--- src/rtl/wb_pkg.sv ---
// Shared definitions for the write-back unit: FSM state codes, load-size
// codes, bank write-enable polarity and the hard-wired zero register.
package wb_pkg;

    typedef enum logic [1:0] {
        ST_IDLE     = 2'd0,
        ST_WAIT_MEM = 2'd1,
        ST_WRITE    = 2'd2
    } wb_state_e;

    typedef enum logic [1:0] {
        LD_WORD = 2'b00,
        LD_HALF = 2'b01,
        LD_BYTE = 2'b10
    } ld_size_e;

    // Bank write enable is active-low.
    localparam logic       REG_WR_ACTIVE = 1'b0;
    // Register 0 is never written.
    localparam logic [4:0] REG_ZERO      = 5'd0;

    // Drive level of the active-low write enable for a given write request.
    function automatic logic reg_wr_level(input logic do_write);
        return do_write ? REG_WR_ACTIVE : ~REG_WR_ACTIVE;
    endfunction

endpackage

--- src/rtl/writeback_unit_load_extender.sv ---
// Narrows load data to byte/half/word and sign- or zero-extends it.
// Purely combinational; only used when LOAD_EXT_EN is defined.
module load_extender
    import wb_pkg::*;
#(
    parameter int DATA_W = 32
) (
    input  logic [DATA_W-1:0] i_data,
    input  logic [1:0]        i_size,
    input  logic              i_sign,
    output logic [DATA_W-1:0] o_data
);

    logic w_hi_bit;

    // Select the narrowed field and fill the upper bits with sign or zero.
    always_comb begin
        o_data   = i_data;
        w_hi_bit = 1'b0;
        case (i_size)
            LD_HALF: begin
                w_hi_bit = i_sign & i_data[15];
                o_data   = {{(DATA_W-16){w_hi_bit}}, i_data[15:0]};
            end
            LD_BYTE: begin
                w_hi_bit = i_sign & i_data[7];
                o_data   = {{(DATA_W-8){w_hi_bit}}, i_data[7:0]};
            end
            default: begin
                // Word, and the unused size code 2'b11, pass through.
                w_hi_bit = 1'b0;
                o_data   = i_data;
            end
        endcase
    end

endmodule

--- src/rtl/writeback_unit.sv ---
// Write-back stage: accepts retiring instructions, waits (bounded) for load
// data and drives the register-bank write port plus a one-entry bypass.
// Optional feature macro: LOAD_EXT_EN (byte/half load narrowing + extension).
module writeback_unit
    import wb_pkg::*;
#(
    parameter int DATA_W      = 32,
    parameter int ADDR_W      = 5,
    parameter int MEM_TIMEOUT = 15
) (
    input  logic              reloj,
    input  logic              reset,
    input  logic              in_valid,
    output logic              in_ready,
    input  logic [ADDR_W-1:0] in_dest,
    input  logic              in_sel_mem,
    input  logic              in_wen,
    input  logic [1:0]        in_ld_size,
    input  logic              in_ld_sign,
    input  logic [DATA_W-1:0] res_alu,
    input  logic              mem_valid,
    input  logic [DATA_W-1:0] mem_rdata,
    output logic [ADDR_W-1:0] DIR_WRA,
    output logic [DATA_W-1:0] DI,
    output logic              REG_WR,
    output logic              fwd_valid,
    output logic              err_timeout
);

    localparam logic [7:0] CNT_LAST = 8'(MEM_TIMEOUT - 1);

    wb_state_e          r_state;
    wb_state_e          w_state_nxt;
    logic [7:0]         r_cnt;
    logic [7:0]         w_cnt_nxt;
    logic [ADDR_W-1:0]  r_dir_wra;
    logic [ADDR_W-1:0]  w_dir_wra_nxt;
    logic [DATA_W-1:0]  r_di;
    logic [DATA_W-1:0]  w_di_nxt;
    logic               r_reg_wr;
    logic               w_reg_wr_nxt;
    logic               r_fwd_valid;
    logic               r_err;
    logic               w_err_nxt;
    logic [ADDR_W-1:0]  r_dest;
    logic [ADDR_W-1:0]  w_dest_nxt;
    logic               r_wen_eff;
    logic               w_wen_eff_nxt;

    logic               w_accept;
    logic               w_in_wen_eff;
    logic [DATA_W-1:0]  w_ld_data;

    assign in_ready     = (r_state == ST_IDLE) | (r_state == ST_WRITE);
    assign w_accept     = in_valid & in_ready;
    assign w_in_wen_eff = in_wen & (in_dest != ADDR_W'(REG_ZERO));

`ifdef LOAD_EXT_EN
    logic [1:0] r_ld_size;
    logic       r_ld_sign;

    // Hold the load format of the accepted instruction until its data arrives.
    always_ff @(posedge reloj) begin
        if (reset) begin
            r_ld_size <= 2'b00;
            r_ld_sign <= 1'b0;
        end else if (w_accept) begin
            r_ld_size <= in_ld_size;
            r_ld_sign <= in_ld_sign;
        end else begin
            r_ld_size <= r_ld_size;
            r_ld_sign <= r_ld_sign;
        end
    end

    load_extender #(.DATA_W(DATA_W)) u_load_extender (
        .i_data (mem_rdata),
        .i_size (r_ld_size),
        .i_sign (r_ld_sign),
        .o_data (w_ld_data)
    );
`else
    // Load format fields have no effect in this build.
    logic w_unused_ld;
    assign w_unused_ld = ^{in_ld_size, in_ld_sign};
    assign w_ld_data   = mem_rdata;
`endif

    // Next-state and next-output decode for the write-back FSM.
    always_comb begin
        w_state_nxt   = r_state;
        w_cnt_nxt     = r_cnt;
        w_dir_wra_nxt = r_dir_wra;
        w_di_nxt      = r_di;
        w_reg_wr_nxt  = ~REG_WR_ACTIVE;
        w_err_nxt     = r_err;
        w_dest_nxt    = r_dest;
        w_wen_eff_nxt = r_wen_eff;
        case (r_state)
            ST_IDLE, ST_WRITE: begin
                if (w_accept) begin
                    w_dest_nxt    = in_dest;
                    w_wen_eff_nxt = w_in_wen_eff;
                    if (in_sel_mem) begin
                        w_state_nxt = ST_WAIT_MEM;
                        w_cnt_nxt   = 8'd0;
                    end else begin
                        w_state_nxt   = ST_WRITE;
                        w_dir_wra_nxt = in_dest;
                        w_di_nxt      = res_alu;
                        w_reg_wr_nxt  = reg_wr_level(w_in_wen_eff);
                    end
                end else begin
                    w_state_nxt = ST_IDLE;
                end
            end
            ST_WAIT_MEM: begin
                // Data arriving on the last counted cycle still wins.
                if (mem_valid) begin
                    w_state_nxt   = ST_WRITE;
                    w_dir_wra_nxt = r_dest;
                    w_di_nxt      = w_ld_data;
                    w_reg_wr_nxt  = reg_wr_level(r_wen_eff);
                end else if (r_cnt == CNT_LAST) begin
                    w_state_nxt = ST_IDLE;
                    w_cnt_nxt   = 8'd0;
                    w_err_nxt   = 1'b1;
                end else begin
                    w_cnt_nxt = r_cnt + 8'd1;
                end
            end
            default: begin
                w_state_nxt = ST_IDLE;
                w_cnt_nxt   = 8'd0;
            end
        endcase
    end

    // State, counter, holding and output registers.
    always_ff @(posedge reloj) begin
        if (reset) begin
            r_state     <= ST_IDLE;
            r_cnt       <= 8'd0;
            r_dir_wra   <= '0;
            r_di        <= '0;
            r_reg_wr    <= ~REG_WR_ACTIVE;
            r_fwd_valid <= 1'b0;
            r_err       <= 1'b0;
            r_dest      <= '0;
            r_wen_eff   <= 1'b0;
        end else begin
            r_state     <= w_state_nxt;
            r_cnt       <= w_cnt_nxt;
            r_dir_wra   <= w_dir_wra_nxt;
            r_di        <= w_di_nxt;
            r_reg_wr    <= w_reg_wr_nxt;
            r_fwd_valid <= (w_reg_wr_nxt == REG_WR_ACTIVE);
            r_err       <= w_err_nxt;
            r_dest      <= w_dest_nxt;
            r_wen_eff   <= w_wen_eff_nxt;
        end
    end

    assign DIR_WRA     = r_dir_wra;
    assign DI          = r_di;
    assign REG_WR      = r_reg_wr;
    assign fwd_valid   = r_fwd_valid;
    assign err_timeout = r_err;

endmodule
--- config.mk ---
export PLATFORM = sky130hd
export DESIGN_NAME = writeback_unit
export DESIGN_NICKNAME = d
export VERILOG_FILES = /design/src/rtl/wb_pkg.sv /design/src/rtl/writeback_unit_load_extender.sv /design/src/rtl/writeback_unit.sv
export SDC_FILE = /design/constraint.sdc
export NUM_CORES = 1
export LEC_CHECK = 0
export ABC_AREA = 1
export CAP_MARGIN = 20
export CORE_MARGIN = 4
export CORE_UTILIZATION = 45
export CTS_BUF_LIST = sky130_fd_sc_hd__clkbuf_4 sky130_fd_sc_hd__clkbuf_8
export DETAILED_ROUTE_END_ITERATION = 7
export HOLD_SLACK_MARGIN = 0.05
export PLACE_DENSITY = 0.95
export SYNTH_ARGS = -nofsm -noshare
export SYNTH_HDL_FRONTEND = slang
export SYNTH_SLANG_ARGS = --single-unit
--- constraint.sdc ---
create_clock -name reloj -period 2.1 [get_ports reloj]
set_input_delay 0.315 -clock reloj [delete_from_list [all_inputs] [get_ports reloj]]
set_output_delay 0.315 -clock reloj [all_outputs]
set_load 0.005 [all_outputs]
; Word level (Yosys, flattened, before mapping)
; Cells that the tools add are included.
[op_classes]
n_addsub = 1
reduce_logical = 8
bitwise = 5
mux = 24
n_eq_ne = 9
[op_table]
columns = operator, count
row1 = $mux 32, 3
row2 = $pmux 32 s2, 1
row3 = $mux 8, 4
row4 = $pmux 8 s2, 1
row5 = $mux 5, 3
row6 = $ne 2x2->1 const B, 5
row7 = $pmux 5 s2, 1
row8 = $add 8x1->8 const B, 1
row9 = $eq 8x4->1 const B, 1
row10 = $mux 2, 4
row11 = $reduce_and 3->1, 2
row12 = $mux 1, 5
row13 = $reduce_bool 5->1, 1
row14 = $pmux 2 s2, 1
row15 = $reduce_and 4->1, 1
row16 = $ne 3x3->1 const B, 1
row17 = $and 1x1->1, 2
row18 = $eq 2x1->1 const B, 1
row19 = $eq 2x2->1 const B, 1
row20 = $logic_not 2->1, 1
row21 = $not 1->1, 2
row22 = $pmux 1 s2, 1
row23 = $reduce_and 2->1, 1
row24 = $reduce_bool 2->1, 1
row25 = 2 further kinds, 2
[totals]
input_bits = 78
elab_cells = 56
reg_bits = 56

; Depth between registers and ports, before layout
; Gate-level depths: netlist of run 1.
[logic_depth]
depth_word = 7
mapped_depth = 8

; Worst setup path before layout of run 1
; Ideal clock, no wire load.
[synth_timing]
path_type = reg-to-reg
from = register r_state[0]
to = register r_dir_wra[0] (netlist: DIR_WRA[0])
arrival_ns = 1.055
setup_time_ns = 0.125
required_ns = 1.975
stages_incl_launch_ff = 8
setup_slack_ns = 0.920
cell_sequence = dfxtp_1 -> inv_2 -> nor2_4 -> inv_2 -> buf_6 -> buf_2 -> nand2_1 -> a31oi_1
[synth_via]
elab_chain_len = 5
[synth_lines]
columns = element, line
row1 = "start, declared", writeback_unit.sv:32  ; wb_state_e r_state;
row2 = "start signal, assigned", writeback_unit.sv:152  ; r_state <= w_state_nxt;
row3 = $eq 2x2->1 / $logic_not 2->1 (equally long branches), writeback_unit.sv:54  ; assign in_ready = (r_state == ST_IDLE) | (r_state == ST_WRITE);
row4 = $or 1x1->1 (*), writeback_unit.sv:54
row5 = via in_ready, writeback_unit.sv:14  ; output logic in_ready,
row6 = $and 1x1->1 (*), writeback_unit.sv:55  ; assign w_accept = in_valid & in_ready;
row7 = $ne 2x2->1 (no line) (*), n/a
row8 = $reduce_and 4->1 (no line) (*), n/a
row9 = "end signal, assigned", writeback_unit.sv:154  ; r_dir_wra <= w_dir_wra_nxt;
row10 = "end, declared", writeback_unit.sv:36  ; logic [ADDR_W-1:0] r_dir_wra;
; The timed path passes the listed nets; every way through them passes the cells marked *.
; A chain may end at the register's enable or synchronous reset.

; Worst setup path after layout of run 1
[layout_timing]
from = register r_state[0]
to = output in_ready
[layout_via]
elab_chain_len = 2
[layout_lines]
columns = element, line
row1 = $eq 2x2->1 / $logic_not 2->1 (equally long branches), writeback_unit.sv:54
row2 = $or 1x1->1 (*), writeback_unit.sv:54
row3 = "end, declared", writeback_unit.sv:14
; Mark *: on every way between the ends. The rest lies on a longest branch, timed or not.

==> results.md, run 1 <==
* Outcome: completed
* Ranking of synthesized cells by area: dfxtp_1 (46%), nand2_1 (15%), a31oi_1 (9.4%)
* N_diodes at 0
* WHS Endpoint: err_timeout
* Reg2reg path depth at 7
* Routing usage on met1 at 24.1%
* Final-report max-slew violation count at 0
* CP Cell Sequence: inv_2, clkdlybuf4s50_1
* Fill count at 430
* Final Hold Vio Count at 0
* Die H at just over 80 µm
* Initial antenna violation count at 0
* Post-Route WL at 7.12 mm
* Area Growth Syn to Fin at 51.5%
* Post-synthesis sequential area ratio at a little under half
* DR WL/cell at approximately 14 µm
* Syn_nets at 412
* Most frequent cell after synthesis: nand2_1
* CTS Buf Count at 5
* EDFF count, synth at 0
* Root Driver: clkbuf_8
* Core area at 5200 µm²
* R2R setup slack at between 600 and 700 ps
* Worst hold stages at 2
* Slowest-stage cell, CP: clkdlybuf4s50_1
* Nets at ~520
* Share of cells above drive strength 1 at 5.01%
* GR peak layer: met2
* Syn. warnings at 0
* H-tree depth at 2
* Hold buffers post-CTS at 0
* Core Rows at 26
* Hold path start: err_timeout
* I/O pins at roughly 120
* Worst Setup End Kind: output port
* Crit start category: flip-flop
* Rel. slew slack at between 50% and 60%
* Cell area after synthesis at ~2500 µm²
* Total power at between 0.002 and 0.0025 W
* Dpl cells at 501
* Fin crit share at about 77%
* Largest area contributor in the netlist: dfxtp_1
* Reg2reg start: r_state[0]
* Post-Syn Instances at about 330
* Max Cap Viol at 0
* Port Buffer Count at about 120
* Starting Density at 47.1%
* Post-synth top area share at ~46%
* Layout Cells excl Fill at 509
* GP Congestion at between 0.8 and 0.9
* First-pass GRT wire length at around 11 mm
* Data required, critical path at 1780 ps
* Antenna-violating nets left at 0
* Vias in the first global route at ~2,500
* Reg clk slew, reported paths at ~90 ps
* Post-CTS Setup Inserts at 0
* Unrepaired setup endpoints after global routing: false
* Setup TNS at 0 ps
* Vias per cell at ~5.2
* Post-CTS Resized at 0
* Met2 GRT Util at between 30% and 40%
* R2r endpoint: r_cnt[3]
* Pin count of the biggest net entering global routing at between 50 and 60
* Die Width at a little over 80 µm
* DRT iter0 DRCs at about 130
* Hold WC Path Type: flip-flop to flip-flop
* DRC viols at 0
* Vias at 2,625
* Synth Flop Type: dfxtp_1
* Total iterations of the first detailed-routing run at 4
* Dpl hpwl at 5.09 mm
* Worst VDD drop at between 300 and 400 µV
* Pwr/cell area at 616 nW/µm²
* CP max stage delay at 510 ps
* Die area at 6690 µm²
* Fmax achieved at 617 MHz
* Setup violators final at 0
* Critical Setup Path Class: flip-flop to output port
* Synth top cells by count: nand2_1 (98), dfxtp_1 (56), a31oi_1 (37)
* Clock Latency Late Sink at a little over 300 ps
* Skew final at around 5 ps
* Synth unique cells at 21
* Overflow after GRT at 0
* P_leak at approximately 1.4 nW
* Async SR Flop Fraction at 0%
* Clock sink count at 56
* FF+latch count, synth at between 50 and 60
* Slew @ Worst Pin at 649 ps
* CTS tree: done
* Met3 usage at between 5 and 6%
* Max FO, Critical Path at 3
* GRT Util Overall at 21.2%
* Syn_area_per_cell at approximately 7.4 µm²
* Final min period at roughly 1600 ps
* WP data arrival at roughly 1300 ps
* Clock buffer depth at 2
-- area by class of cell --
type | instances | area [µm²] | share of cell area (%)
multi-input combinational | 235 | 1120 | 30.2
clock inverter | 2 | 16.3 | 0.438
timing repair buffer | 121 | 1220 | 32.9
sequential | 56 | 1120 | 30.2
clock buffer | 6 | 76.3 | 2.06
inverter | 19 | 71.3 | 1.92
tap | 70 | 87.6 | 2.36
-- flip-flops by register name, summed over array words and instances, names as in the netlist --
signal / cells
DIR_WRA: 5
r_dest: 5
r_cnt: 8
r_wen_eff: 1
r_state: 2
err_timeout: 1
DI: 32
REG_WR: 1
fwd_valid: 1
-- worst max-delay path, delay by kind of cell, from the launching register on --
kind                   cells  cell delay [ps]
buffers and inverters      2              630
DFF                        1              380
-- power by group --
| group | switching, W | total, W | internal (W) |
|---|---|---|---|
| Combinational | 0.000211 | 0.000516 | 0.000305 |
| Clock | 0.000343 | 0.000594 | 0.000251 |
| Sequential | 0.0000399 | 0.00118 | 0.00114 |
-- routing by layer --
layer,up-vias,share of wire [%]
met4,0,2.3
met3,13,10
met2,113,48
met1,1167,39
li1,1332,-
met5,-,0
-- kinds of logic (layout without fill, tap and decap cells) --
kind of cell	count (synthesis)	after routing	share of synthesized area [%]
AND/OR/NAND/NOR	135	135	22.6
AO/OA/AOI/OAI	98	98	21.9
flip-flops	56	56	45.7
buffers and inverters	41	148	8.68
adder cells (fa/ha/maj)	2	2	1.02
-- how the worst max path moves through the flow --
stage / end / slack, ps / start
after floorplan: DIR_WRA[0] / 920 / r_state[0]
after global placement: DI[2] / 440 / in_valid
after detailed placement: DIR_WRA[0] / 390 / in_valid
after CTS: in_ready / 460 / r_state[0]
after global routing: in_ready / 410 / r_state[0]
final: in_ready / 480 / r_state[0]
-- through the flow --
step / setup slack, ps / area, µm² / hold WS [ps] / utilization, %
floorplan: 920 / 2450 / 384 / -
global placement: 441 / 3620 / 462 / 69.6
detailed placement: 393 / 3620 / 461 / 69.6
CTS: 464 / 3710 / 484 / 71.3
global route: 414 / 3710 / 516 / 71.3
finish: 479 / 3710 / 482 / 71.3
-- layout by cell type, fill, tap and decap left out --
master	synthesis	final
inv_1	16	16
ha_1	2	2
inv_2	3	3
nand4_1	3	3
a21oi_1	13	13
o22ai_1	1	1
or2_1	1	1
dfxtp_1	56	56
clkinv_4	0	1
nand2_2	1	2
clkdlybuf4s50_1	0	115
clkbuf_4	0	1
buf_12	0	2
nand3_1	9	9
nor3_1	2	2
clkinvlp_4	0	1
o21ai_0	32	32
o21ai_1	15	15
nand2_1	98	97
buf_4	0	4
nand3_2	1	1
nor2_1	18	18
a31oi_1	37	37
clkbuf_8	0	5
nor2_4	2	2
No activity file was read; power rests on OpenSTA's default activity.
==> run 2: changes to the inputs <==
CORE_UTILIZATION = 38   (was 45)
PLACE_DENSITY = 0.9   (was 0.95)
clock period = 1.3 ns   (was 2.1 ns; I/O delays follow)
==> run 2 against run 1 <==
Compared with the run above:
- the run now ends with negative setup slack left
- power up 82%
- first-iteration DRC count up 23%
- non-clock buffer count up 21
- routed wire length is 15% higher
- worst hold slack worse by 39 ps
- sequential power grew 62%
- count of clock-buffer cells in the layout is 1 lower
- largest cell class unchanged
- design area rose by 10%
- final cell count is 5.1% higher
- via count is 7.9% higher
- sequential share of layout area shrank 1.9 points
- combinational power increased by 77%
==> results.md, run 2 (synthesis results as in run 1) <==
* WP data arrival at 1540 ps (+230 ps)
* Pin count of the biggest net entering global routing at 48 (-13%)
* Final core utilization at 67.0% (-4.3 points)
* Skew final at 15.4 ps (+10.5 ps)
* Hold WC Path Type: input port to flip-flop
* CP Buf/Inv Count at 3 (+1)
* Final min period at ~1300 ps
* Core Rows at 28 (+7.7%)
* Internal at 0.00315 W (+86%)
* Crit start category: input port
* Critical Setup Path Class: input port to flip-flop
* Die Width at 88.3 µm (+8.0%)
* CP max stage delay at 500 ps (about the same)
* Fmax achieved at between 700 and 800 MHz
* Most frequent cells in the layout: nand2_1 (94), clkdlybuf4s50_1 (74), dlygate4sd2_1 (41)
* CTS Buf Count at 5 (unchanged)
* Overflow after GRT at 0 (unchanged)
* Clock buffer depth at 2 (unchanged)
* Max Cap Viol at 0 (unchanged)
* Root Driver: clkbuf_8
* GRT Util Overall at 19.4% (-1.8 points)
* Port Buffer Count at 115 (unchanged)
* Nets at 539 (+4.1%)
* Reg clk slew, reported paths at 100 ps (about the same)
* Setup violators final at 1 (+1)
* Antenna-violating nets left at 0 (unchanged)
* Commonest non-fill, non-tap cell in the layout: nand2_1
* Final-report max-slew violation count at 0 (unchanged)
* Pwr/cell area at 1020 nW/µm² (+66%)
* Final Hold Vio Count at 0 (unchanged)
* CTS tree: done
* Fill count at 495 (+15%)
* Worst VDD drop at 634 µV (+78%)
* Seq pwr share at 45.8% (-5.7 points)
* DR WL/cell at 15.3 µm (+9.5%)
* Die area at 7800 µm² (+17%)
* Data required, critical path at 1540 ps (-240 ps)
* Top Family by Delay on Critical Path: buffers and inverters
* Area post-placement at 3780 µm² (+4.4%)
* Total iterations of the first detailed-routing run at 4 (unchanged)
* Final WS setup at -1.05 ps (-480 ps)
* Clock sink count at 56 (unchanged)
* Vias per cell at 5.30 (+2.7%)
* First-pass GRT wire length at 12.1 mm (+9.3%)
* Area Growth Syn to Fin at 66.7%
* Share of cells above drive strength 1 at 16.7% (+12 points)
* Hold buffers post-CTS at 0 (unchanged)
* Number of flip-flops in the largest register at 32 (unchanged)
* Dpl hpwl at 5.72 mm (+12%)
* Total power at 0.00418 W (+82%)
* Max FO, Critical Path at 25 (+22)
* Violated checks: negative setup slack
* Starting Density at 40.2% (-6.9 points)
* Vias in the first global route at 2,671 (+7.8%)
* Vias at 2,833 (+7.9%)
* Slowest-stage cell, CP: clkdlybuf4s50_1
* DRC viols at 0 (unchanged)
* Clock Latency Late Sink at 310 ps (about the same)
* Power share of the combinational group at 21.9% (-0.6 points)
* GP Congestion at 0.867 (+1.5%)
* Register area at 1150 µm² (+3.0%)
* P_leak at 1.77 nW (+23%)
* Multi-input logic area at 1170 µm² (+4.6%)
* Core area at 6100 µm² (+17%)
* Slew @ Worst Pin at 241 ps (-407 ps)
* Fin crit share at 100%
* NetSw at 0.00103 W (+73%)
* Rel. slew slack at 83.9% (+27 points)
* DRT iter0 DRCs at 154 (+23%)
* Worst Setup End Kind: flip-flop
* Design area at 4090 µm² (+10%)
* Initial antenna violation count at 0 (unchanged)
* Clock power share at 32.3% (+6.3 points)
* Post-Route WL at 8.20 mm (+15%)
* Switching Share at 24.6% (-1.4 points)
* N_diodes at 0 (unchanged)
* Outcome: finished, violations left
* Unrepaired setup endpoints after global routing: true
* Die H at 88.3 µm (+8.0%)
* I/O pins at 119 (unchanged)
* H-tree depth at 2 (unchanged)
* CP Cell Sequence: clkdlybuf4s50_1, inv_1, nor2_4, nand2_2, nand2_4, buf_12, o21ai_0, a31oi_1
run 2: changes by cell type in the layout (fill, tap and decap cells not counted), sizes merged:
cell	before	now
clkbuf	6	7
clkdlybuf4s50	115	74
dlygate4sd2	0	41
clkinvlp	1	0
buf	6	25
bufinv	0	2
run 2: path summary, 6_finish.rpt:
path / startpoint / endpoint / slack (ps) / cells past startpoint
worst max-delay path: in_valid / DI[29] / -1 / 8
worst min-delay path: mem_rdata[8] / DI[8] / 440 / 3
worst max register to register: r_cnt[0] / r_state[0] / -1 / 6
worst min register to register: r_dest[2] / DIR_WRA[2] / 480 / 2
run 2: area by class of cell:
type | instances | share of cell area (%)
tap | 75 | 2.30
clock inverter | 3 | 1.68
multi-input combinational | 235 | 28.7
timing repair buffer | 142 | 35.5
clock buffer | 5 | 1.68
sequential | 56 | 28.3
inverter | 19 | 1.93
run 2: what timing repair did:
item	4_1_cts	5_1_grt
resized for setup	64	22
endpoints found under the hold margin	0	0
cloned	0	2
pin swaps	0	8
setup endpoints to repair	61	42
setup buffers	1	6
run 2: worst register-to-register path, stage by stage (launching register included):
cell     delay (ps)
dfxtp_2         340
inv_1            60
ha_1            220
nand3_2         110
o21ai_4          70
or2_1           270
a21oi_2         140
run 2: layer usage:
metal / track usage (%) / routed length [µm]
met1: 24.1 / 3280
met3: 4.56 / 745
met5: 0 / 0
met2: 33.2 / 4070
met4: 6.04 / 104
run 2: stage by stage:
| stage | setup slack [ps] | setup TNS, ps | cells | hold slack (ps) |
|---|---|---|---|---|
| after floorplan | 120 | 0 | 332 | 264 |
| after global placement | -224 | -8740 | 518 | 460 |
| after detailed placement | -301 | -11540 | 518 | 468 |
| after CTS | 6.64 | 0 | 527 | 441 |
| after global routing | -49.0 | -963 | 535 | 442 |
| final | -1.05 | -1.05 | 535 | 443 |
run 2: power by group through the flow:
stage               Sequential, W  Clock, W  Combinational (W)
floorplan                 0.00194         0           0.000322
global placement          0.00194         0           0.000876
detailed placement        0.00194         0           0.000897
CTS                       0.00191   0.00138           0.000835
global route              0.00193   0.00144           0.000996
finish                    0.00191   0.00135           0.000915
==> run 3: changes to the inputs <==
CORE_MARGIN = 2   (was 4)
GPL_TIMING_DRIVEN = 0   (was not set)
MAX_ROUTING_LAYER = met4   (was not set)
==> run 3 against run 2 <==
Compared with the run above:
- the run still ends with negative setup slack left
- design area increased by 1.7%
- combinational power increased by 5.0%
- first-iteration DRC count decreased by 1.3%
- fmax decreased by 1.1%
- count of clock-buffer cells in the layout increased by 2
- critical path depth decreased by 2
- clock power decreased by 25%
- worst hold slack got worse by 210 ps
- critical path type is now flip-flop to flip-flop
- critical endpoint is now r_state[0]
- largest cell class unchanged
- largest power group unchanged
==> results.md, run 3 (synthesis results as in run 1) <==
* Outcome: finished, violations left
* Violated checks: negative setup slack
* Commonest non-fill, non-tap cell in the layout: nand2_1
* Most frequent cells in the layout: nand2_1 (79), clkdlybuf4s50_1 (70), dlygate4sd2_1 (42)
* Skew final at 7.71 ps (-7.69 ps)
* Fmax achieved at 760 MHz (-1.1%)
* H-tree depth at 2 (unchanged)
* Pin count of the biggest net entering global routing at 17 (-65%)
* GP Congestion at 0.839 (-3.3%)
* Share of cells above drive strength 1 at 21.7% (+5.0 points)
* Hold WC Path Type: input port to flip-flop
* Pwr/cell area at 934 nW/µm² (-8.6%)
* P_leak at 1.84 nW (+3.6%)
* Final Hold Vio Count at 0 (unchanged)
* Die area at 7110 µm² (-8.9%)
* Port Buffer Count at 115 (unchanged)
* Antenna-violating nets left at 0 (unchanged)
* Root Driver: clkbuf_8
* Number of flip-flops in the largest register at 32 (unchanged)
* Vias per cell at 5.26 (-0.60%)
* Max Cap Viol at 0 (unchanged)
* Area Growth Syn to Fin at 69.4%
* Core Rows at 29 (+3.6%)
* CTS Buf Count at 5 (unchanged)
* Clock buffer depth at 2 (unchanged)
* Reg clk slew, reported paths at 90 ps (about the same)
* Final core utilization at 66.2% (-0.86 points)
* Unrepaired setup endpoints after global routing: true
* GRT Util Overall at 22.4% (+3.1 points)
* Dpl cells at 524 (+1.2%)
* CTS tree: done
* DRT iter0 DRCs at 152 (-1.3%)
* Final WS setup at -15.4 ps (-14.3 ps)
* Data required, critical path at 1530 ps (about the same)
* First-pass GRT wire length at 12.8 mm (+5.5%)
* N_diodes at 0 (unchanged)
* Total iterations of the first detailed-routing run at 4 (unchanged)
* DRC viols at 0 (unchanged)
* Clock Latency Late Sink at 310 ps (about the same)
* Slew @ Worst Pin at 293 ps (+51.4 ps)
* Clock sink count at 56 (unchanged)
* Rel. slew slack at 80.3% (-3.6 points)
* DR WL/cell at 15.3 µm (-0.46%)
* Vias in the first global route at 2,717 (+1.7%)
* Core area at 6280 µm² (+3.0%)
* Nets at 548 (+1.7%)
* Crit start category: flip-flop
* Starting Density at 39.0% (-1.2 points)
* Final-report max-slew violation count at 0 (unchanged)
* Vias at 2,874 (+1.4%)
* Setup violators final at 2 (+1)
* I/O pins at 119 (unchanged)
* Final min period at 1320 ps (+14.3 ps)
* Die Width at 84.3 µm (-4.5%)
* Die H at 84.3 µm (-4.5%)
* Overflow after GRT at 0 (unchanged)
* Post-Route WL at 8.33 mm (+1.6%)
* Hold buffers post-CTS at 0 (unchanged)
* Fin crit share at 101% (+1.1 points)
* Worst Setup End Kind: flip-flop
* Initial antenna violation count at 0 (unchanged)
* WP data arrival at 1550 ps (about the same)
* Max FO, Critical Path at 6 (-76%)
* Worst VDD drop at 579 µV (-8.7%)
* Layout Cells excl Fill at 546 (+2.1%)
* Dpl hpwl at 5.47 mm (-4.4%)
* Critical Setup Path Class: flip-flop to flip-flop
## run 3: changes by cell type in the layout (fill, tap and decap cells not counted), moves of 4 or more
cell,change
nand2_1,-15
clkbuf_4,+7
buf_12,-5
buf_8,+5
clkdlybuf4s50_1,-4
buf_4,-4
nand2_2,+13
## run 3: worst paths after layout
check	startpoint	to	slack [ps]	depth (start not counted)
max	r_state[0]	r_state[0]	-20	6
min	in_sel_mem	r_state[0]	230	3
max reg2reg	r_state[0]	r_state[0]	-20	6
min reg2reg	r_dest[3]	DIR_WRA[3]	480	2
## run 3: cell type report
type / count / area, µm²
Fill cell: 529 / 2120
Timing Repair Buffer: 130 / 1320
Tap cell: 77 / 96.3
Clock buffer: 7 / 90.1
Inverter: 19 / 73.8
Sequential cell: 56 / 1160
Clock inverter: 1 / 7.51
Buffer: 21 / 218
Multi-Input combinational cell: 235 / 1190
## run 3: layer usage
layer,share of wire [%],track usage (%),up-vias
li1,-,-,1389
met1,42,27.9,1342
met2,49,37.4,121
met3,6.7,3.93,22
met4,2.1,6.30,0
met5,0,-,-
## run 3: worst max-delay path: stages, from the launching register on
cell	delay, ps
dfxtp_4	390
inv_4	50
nor2_4	200
buf_4	150
o21ai_2	50
or2_1	250
a21oi_1	150
## run 3: through the flow
stage                     hold slack (ps)  worst slack (ps)  TNS [ps]  instance area [µm²]  total power (W)
after detailed placement              473              -566    -19910                 3700          0.00281
after CTS                             335             -30.4     -30.4                 3820          0.00376
after global placement                457              -507    -18890                 3700          0.00279
final                                 229             -15.4     -16.1                 4150          0.00388
after floorplan                       264               120         0                 2450          0.00227
after global routing                  240             -91.1     -1280                 4150          0.00407
## run 3: power by group
group / leakage (nW) / internal, W / switching (W)
Combinational: 1.32 / 0.000552 / 0.000409
Clock: 0.0479 / 0.000455 / 0.000553
Sequential: 0.471 / 0.00185 / 0.0000596
## run 3: what timing repair did
item                       4_1_cts  5_1_grt
pin swaps                        1       11
gates resized for setup         79       53
gates cloned                     1        5
setup endpoints to repair       78       48
buffers inserted                 2        7
